**config.mk**
```make
export PLATFORM = sky130hd
export DESIGN_NAME = bcd_display_scan_flat
export DESIGN_NICKNAME = d
export VERILOG_FILES = /design/src/rtl/bcd_display_scan_pkg.sv /design/src/rtl/bcd_display_scan_if.sv /design/src/rtl/bcd_display_scan_bcd_to_seg.sv /design/src/rtl/bcd_display_scan.sv /design/src/flat_wrapper.sv
export SDC_FILE = /design/constraint.sdc
export NUM_CORES = 1
export LEC_CHECK = 0
export ABC_AREA = 1
export ABC_CLOCK_PERIOD_IN_PS = 2850
export CAP_MARGIN = 20
export CORE_MARGIN = 1.5
export CORE_UTILIZATION = 50
export DETAILED_ROUTE_END_ITERATION = 8
export GPL_ROUTABILITY_DRIVEN = 0
export PLACE_DENSITY = 0.79
export SLEW_MARGIN = 20
export SYNTH_ARGS = -nofsm -noshare
export SYNTH_HDL_FRONTEND = slang
export SYNTH_HIERARCHICAL = 1
export SYNTH_SLANG_ARGS = --single-unit
```
**constraint.sdc**
```tcl
create_clock -name clk -period 2.85 [get_ports clk]
set_input_delay 0.57 -clock clk [delete_from_list [all_inputs] [get_ports clk]]
set_output_delay 0.57 -clock clk [all_outputs]
set_load 0.02 [all_outputs]
```
**src/rtl/bcd_display_scan_pkg.sv**
```systemverilog
// Shared BCD constants and seven-segment patterns.
// Patterns are active-high, bit order {g,f,e,d,c,b,a}.
package bcd_pkg;

  localparam int BCD_W = 4;

  localparam logic [6:0] SEG_0     = 7'h3F;
  localparam logic [6:0] SEG_1     = 7'h06;
  localparam logic [6:0] SEG_2     = 7'h5B;
  localparam logic [6:0] SEG_3     = 7'h4F;
  localparam logic [6:0] SEG_4     = 7'h66;
  localparam logic [6:0] SEG_5     = 7'h6D;
  localparam logic [6:0] SEG_6     = 7'h7D;
  localparam logic [6:0] SEG_7     = 7'h07;
  localparam logic [6:0] SEG_8     = 7'h7F;
  localparam logic [6:0] SEG_9     = 7'h6F;
  localparam logic [6:0] SEG_E     = 7'h79;
  localparam logic [6:0] SEG_BLANK = 7'h00;

endpackage

```
**src/rtl/bcd_display_scan_if.sv**
```systemverilog
// Display scanner bus: load strobe and digits in,
// segment/anode drive and frame marker out.
interface bcd_display_scan_if #(
  parameter int NUM_DIGITS = 2
);

  logic                    load;
  logic [4*NUM_DIGITS-1:0] bcd_in;
  logic                    blank_lz;
  logic [6:0]              seg;
  logic [NUM_DIGITS-1:0]   an;
  logic                    frame_done;

  modport master (
    output load, bcd_in, blank_lz,
    input  seg, an, frame_done
  );

  modport slave (
    input  load, bcd_in, blank_lz,
    output seg, an, frame_done
  );

endinterface

```
**src/rtl/bcd_display_scan_bcd_to_seg.sv**
```systemverilog
// One BCD digit to active-high segments.
// Values above 9 show 'E'; blank forces all off.
module bcd_to_seg
  import bcd_pkg::*;
(
  input  logic [BCD_W-1:0] digit,
  input  logic             blank,
  output logic [6:0]       seg
);

  // digit decode with blanking override
  always_comb begin
    seg = SEG_E;
    if (blank) begin
      seg = SEG_BLANK;
    end else begin
      case (digit)
        4'd0:    seg = SEG_0;
        4'd1:    seg = SEG_1;
        4'd2:    seg = SEG_2;
        4'd3:    seg = SEG_3;
        4'd4:    seg = SEG_4;
        4'd5:    seg = SEG_5;
        4'd6:    seg = SEG_6;
        4'd7:    seg = SEG_7;
        4'd8:    seg = SEG_8;
        4'd9:    seg = SEG_9;
        default: seg = SEG_E;
      endcase
    end
  end

endmodule

```
**src/rtl/bcd_display_scan.sv**
```systemverilog
// Multiplexed seven-segment scanner with
// frame-aligned (tear-free) value commits.
module bcd_display_scan
  import bcd_pkg::*;
#(
  parameter int NUM_DIGITS  = 2,
  parameter int REFRESH_DIV = 50000,
  parameter int ACTIVE_LOW  = 1
) (
  input logic              clk,
  input logic              rst_n,
  bcd_display_scan_if.slave bus
);

  localparam int DW = BCD_W * NUM_DIGITS;
  localparam int CW = $clog2(REFRESH_DIV);
  localparam int IW = (NUM_DIGITS > 1) ?
                      $clog2(NUM_DIGITS) : 1;
  localparam bit INV = (ACTIVE_LOW != 0);

  logic [CW-1:0]         div_cnt;
  logic [IW-1:0]         idx;
  logic [DW-1:0]         disp;
  logic [DW-1:0]         pending;
  logic                  pend_v;
  logic                  tc;
  logic                  wrap;
  logic                  zero_run;
  logic [NUM_DIGITS-1:0] blank_mask;
  logic [NUM_DIGITS-1:0] onehot;
  logic [BCD_W-1:0]      cur;
  logic                  cur_blank;
  logic [6:0]            seg_hi;

  assign tc   = (div_cnt == CW'(REFRESH_DIV - 1));
  assign wrap = tc && (idx == IW'(NUM_DIGITS - 1));

  // refresh divider and scan index
  always_ff @(posedge clk or negedge rst_n) begin
    if (!rst_n) begin
      div_cnt <= '0;
      idx     <= '0;
    end else if (tc) begin
      div_cnt <= '0;
      idx     <= wrap ? '0 : idx + 1'b1;
    end else begin
      div_cnt <= div_cnt + 1'b1;
    end
  end

  // pending capture; commit to disp only at frame wrap
  // (a load on the wrap cycle stays pending for next frame)
  always_ff @(posedge clk or negedge rst_n) begin
    if (!rst_n) begin
      disp    <= '0;
      pending <= '0;
      pend_v  <= 1'b0;
    end else begin
      if (wrap && pend_v)
        disp <= pending;
      if (bus.load) begin
        pending <= bus.bcd_in;
        pend_v  <= 1'b1;
      end else if (wrap) begin
        pend_v  <= 1'b0;
      end
    end
  end

  // leading-zero mask: blank while all higher digits are zero
  always_comb begin
    blank_mask = '0;
    zero_run   = bus.blank_lz;
    for (int i = NUM_DIGITS - 1; i > 0; i--) begin
      zero_run      = zero_run &&
                      (disp[i*BCD_W +: BCD_W] == '0);
      blank_mask[i] = zero_run;
    end
  end

  // select the digit under scan
  always_comb begin
    cur       = '0;
    cur_blank = 1'b0;
    onehot    = '0;
    for (int i = 0; i < NUM_DIGITS; i++) begin
      if (idx == IW'(i)) begin
        cur       = disp[i*BCD_W +: BCD_W];
        cur_blank = blank_mask[i];
        onehot[i] = 1'b1;
      end
    end
  end

  bcd_to_seg u_dec (
    .digit (cur),
    .blank (cur_blank),
    .seg   (seg_hi)
  );

  // registered drive; polarity applied here only
  always_ff @(posedge clk or negedge rst_n) begin
    if (!rst_n) begin
      bus.seg        <= {7{INV}};
      bus.an         <= {NUM_DIGITS{INV}};
      bus.frame_done <= 1'b0;
    end else begin
      bus.seg        <= seg_hi ^ {7{INV}};
      bus.an         <= onehot ^ {NUM_DIGITS{INV}};
      bus.frame_done <= wrap;
    end
  end

endmodule

```
**src/flat_wrapper.sv**
```systemverilog
// flat-port wrapper written by rule: the top's interface ports become plain ports
module bcd_display_scan_flat import bcd_pkg::*;
#(
  parameter int NUM_DIGITS  = 2,
  parameter int REFRESH_DIV = 50000,
  parameter int ACTIVE_LOW  = 1
)
  (clk, rst_n, bus_load, bus_bcd_in, bus_blank_lz, bus_seg, bus_an, bus_frame_done);
  bcd_display_scan_if #(.NUM_DIGITS(NUM_DIGITS)) bus_i ();
  input logic clk;
  input logic rst_n;
  input wire logic [$bits(bus_i.load)-1:0] bus_load;
  input wire logic [$bits(bus_i.bcd_in)-1:0] bus_bcd_in;
  input wire logic [$bits(bus_i.blank_lz)-1:0] bus_blank_lz;
  output wire logic [$bits(bus_i.seg)-1:0] bus_seg;
  output wire logic [$bits(bus_i.an)-1:0] bus_an;
  output wire logic [$bits(bus_i.frame_done)-1:0] bus_frame_done;
  assign bus_i.load = bus_load;
  assign bus_i.bcd_in = bus_bcd_in;
  assign bus_i.blank_lz = bus_blank_lz;
  assign bus_seg = bus_i.seg;
  assign bus_an = bus_i.an;
  assign bus_frame_done = bus_i.frame_done;
  bcd_display_scan #(.NUM_DIGITS(NUM_DIGITS), .REFRESH_DIV(REFRESH_DIV), .ACTIVE_LOW(ACTIVE_LOW)) u_core (.clk(clk), .rst_n(rst_n), .bus(bus_i));
endmodule
```
==> load_flow_metrics.sql <==
INSERT INTO impl_metrics (metric_group, metric, value, unit) VALUES
('finish', 'finalCoreUtilization', '61.2', '%'),
('drt', 'ant_nets', '0', ''),
('finish', 'fillers', '381', ''),
('synthesis', 'area_of_the_mapped_netlist', '0.00220', 'mm²'),
('worst_hold_path', 'hp_class', 'in2async', ''),
('drt', 'detailroute.via_count', '1719', ''),
('timing', 'max_clock_freq', '0.483', 'GHz'),
('floorplanning', 'floorplan.die_area', '0.00481', 'mm²'),
('synthesis', 'synthCells', '278', ''),
('timing', 'setup_viol', '0', ''),
('synthesis', 'synth_seq_area_share', '50.5', '%'),
('timing', 'final.setup_skew', '0.00771', 'ns'),
('synthesis', 'synth-edff-count', '0', ''),
('drt', 'detail_route.vias_per_cell', '4.87', ''),
('synthesis', 'netlist.top_cell.by_area', 'dfrtp_1', ''),
('finish', 'syn2layout_area_growth', '14.4', '%'),
('timing', 'rsz_0062_raised_after_global_routing', 'false', ''),
('drt', 'wire_per_inst', '10.7', 'µm'),
('cts', 'post_cts.resized_instances', '0', ''),
('cts', 'path_clk_slew', '0.08', 'ns'),
('floorplanning', 'num_io_pins', '22', ''),
('critical_path', 'crit_type', 'reg2reg', ''),
('global_route', 'global_route.usage.total', '17.8', '%'),
('cts', 'cts-htree-levels', '2', ''),
('critical_path', 'crit_path_end_kind', 'flop', ''),
('cts', 'clock_tree_from_tritoncts', 'done', ''),
('critical_path', 'path_max_fanout', '16', ''),
('power_and_ir_drop', 'ir_worst_vdd', '0.286', 'mV'),
('cts', 'clk-insertion-delay-late', '0.29', 'ns'),
('placed_design', 'dp_hpwl', '2.78', 'mm'),
('timing', 'finalHoldViolations', '0', ''),
('finish', 'antenna-diode-count', '0', ''),
('synthesis', 'synth-main-ff-cell', 'dfrtp_1', ''),
('drt', 'drt_iter0_markers', '155', ''),
('timing', 'worst-slew-pin-transition', '0.939', 'ns'),
('timing', 'timing.final.max_slew_violations', '0', ''),
('cts', 'post_cts.repair.setup_buffers', '0', ''),
('finish', 'layout_commonest_cell', 'nand2_1', ''),
('critical_path', 'timing.critical_path.arrival', '2.31', 'ns'),
('global_route', 'grt_max_degree', '45', ''),
('synthesis', 'async_reset_ff_share', '100', '%'),
('drt', 'first_pass_iters', '4', ''),
('global_route', 'grtUsageMet3', '4.51', '%'),
('finish', 'finalNetCount', '320', ''),
('timing', 'period_share', '72.6', '%'),
('cts', 'clock_sinks', '44', ''),
('critical_path', 'cp.required', '3.09', 'ns'),
('timing', 'setup_tns', '0', 'ns'),
('finish', 'multi_input_comb_area', '885', 'µm²'),
('cts', 'cts_hold_buffers', '0', ''),
('synthesis', 'synth.area.top_cells', 'dfrtp_1 40%, nand2_1 15%, dfstp_2 11%, inv_1 7.0%, nor2_1 6.3%', ''),
('power_and_ir_drop', 'power.static_leakage', '1.33', 'nW'),
('cts', 'number_of_cts_inserted_buffers', '5', ''),
('finish', 'mostFrequentLayoutCells', '89 x nand2_1, 41 x inv_1, 37 x nor2_1', ''),
('cts', 'clock-root-buffer', 'clkbuf_8', ''),
('floorplanning', 'floorplan.die.width', '69.4', 'µm'),
('global_route', 'via_count_of_the_first_global_routing_pass', '1639', ''),
('drt', 'drcViolationCount', '0', ''),
('finish', 'ff_latch_area', '0.00111', 'mm²'),
('synthesis', 'mappedNetlistNets', '296', ''),
('synthesis', 'post_synth_num_cell_types', '25', ''),
('timing', 'slew-limit-headroom', '37.4', '%'),
('run_status', 'outcome', 'finished clean', ''),
('floorplanning', 'initial_core_utilization', '53.5', '%'),
('finish', 'post_route_cells_drive_above_1_share', '9.57', '%'),
('global_route', 'met1_capacity_usage_during_global_routing', '23.5', '%'),
('global_route', 'first_pass_grt_wire_length', '7.00', 'mm'),
('critical_path', 'setup.worst_path.start_class', 'flop', ''),
('drt', 'drt_wl_total', '3.79', 'mm'),
('global_route', 'top_usage_layer', 'met2', ''),
('cts', 'cts_max_path_buffers', '2', '');
==> sequential cells by signal, indices dropped and copies added (netlist names) <==
register / count
u_core/pending: 8
u_core/idx: 1
u_core/div_cnt: 16
u_core/bus.an: 2
u_core/pend_v: 1
u_core/disp: 8
u_core/bus.frame_done: 1
u_core/bus.seg: 7
==> power by group <==
| group | internal [W] | switching, W |
|---|---|---|
| sequential | 0.000634 | 0.00000526 |
| combinational | 0.0000170 | 0.0000213 |
| clock | 0.000174 | 0.000212 |
==> layout make-up <==
type	count	area share (%)
Tap cell	50	2.48
Sequential cell	44	44.1
Timing Repair Buffer	21	8.14
Multi-Input combinational cell	186	35.1
Clock inverter	3	0.844
Inverter	44	6.55
Clock buffer	5	2.73
==> critical path, stage by stage (launching register included) <==
cell and delay (ns):
dfrtp_1 0.65, inv_1 0.20, o21ai_0 0.39, inv_1 0.15, ha_1 0.32, nand2_1 0.08, nand3_1 0.08, nand2_1 0.06
inv_1 0.04, inv_1 0.05
==> Yosys cell counts (3+ instances only) <==
library cell / instances
dfstp_2: 9
a21oi_1: 3
dfrtp_1: 35
nand2_2: 3
nand2_1: 89
xor2_1: 6
nand4_1: 11
ha_1: 6
o21ai_0: 3
nor2_1: 37
nor2_2: 3
inv_1: 41
nand3_1: 17
==> layer usage <==
metal	vias to the layer above	share of wire, %
met5	-	0
met4	0	0.71
met3	2	5.2
met2	52	47
met1	771	47
li1	894	-
==> logic make-up (layout without fill, tap and decap cells) <==
group	Yosys count	after routing	synth area share, %
simple gates	166	166	32.3
buf+inv	48	73	9.32
flops	44	44	50.5
compound gates	7	7	1.70
xor+xnor	7	7	2.78
fa+ha+maj	6	6	3.41
==> final timing paths <==
kind                              startpoint                  to  slack [ns]  cells past startpoint
min                                    rst_n  u_core/div_cnt[13]        0.42                      1
max reg2reg                       u_core/idx   u_core/bus.seg[3]        0.78                      9
min reg2reg                u_core/pending[4]   u_core/pending[4]        0.48                      2
min in group clk           u_core/pending[4]   u_core/pending[4]        0.48                      2
max                               u_core/idx   u_core/bus.seg[3]        0.78                      9
max in group asynchronous              rst_n   u_core/div_cnt[3]        1.85                      1
==> per-stage QoR <==
step	instances	hold slack [ns]	power [W]	cell area (µm²)
3_5_place_dp	345	0.462	0.000691	2430
3_3_place_gp	345	0.460	0.000690	2430
5_1_grt	353	0.485	0.00112	2520
6_report	353	0.420	0.00106	2520
2_1_floorplan	278	0.274	0.000662	2200
4_1_cts	353	0.448	0.00108	2520
Note: power is estimated with default switching activity, not from simulation.
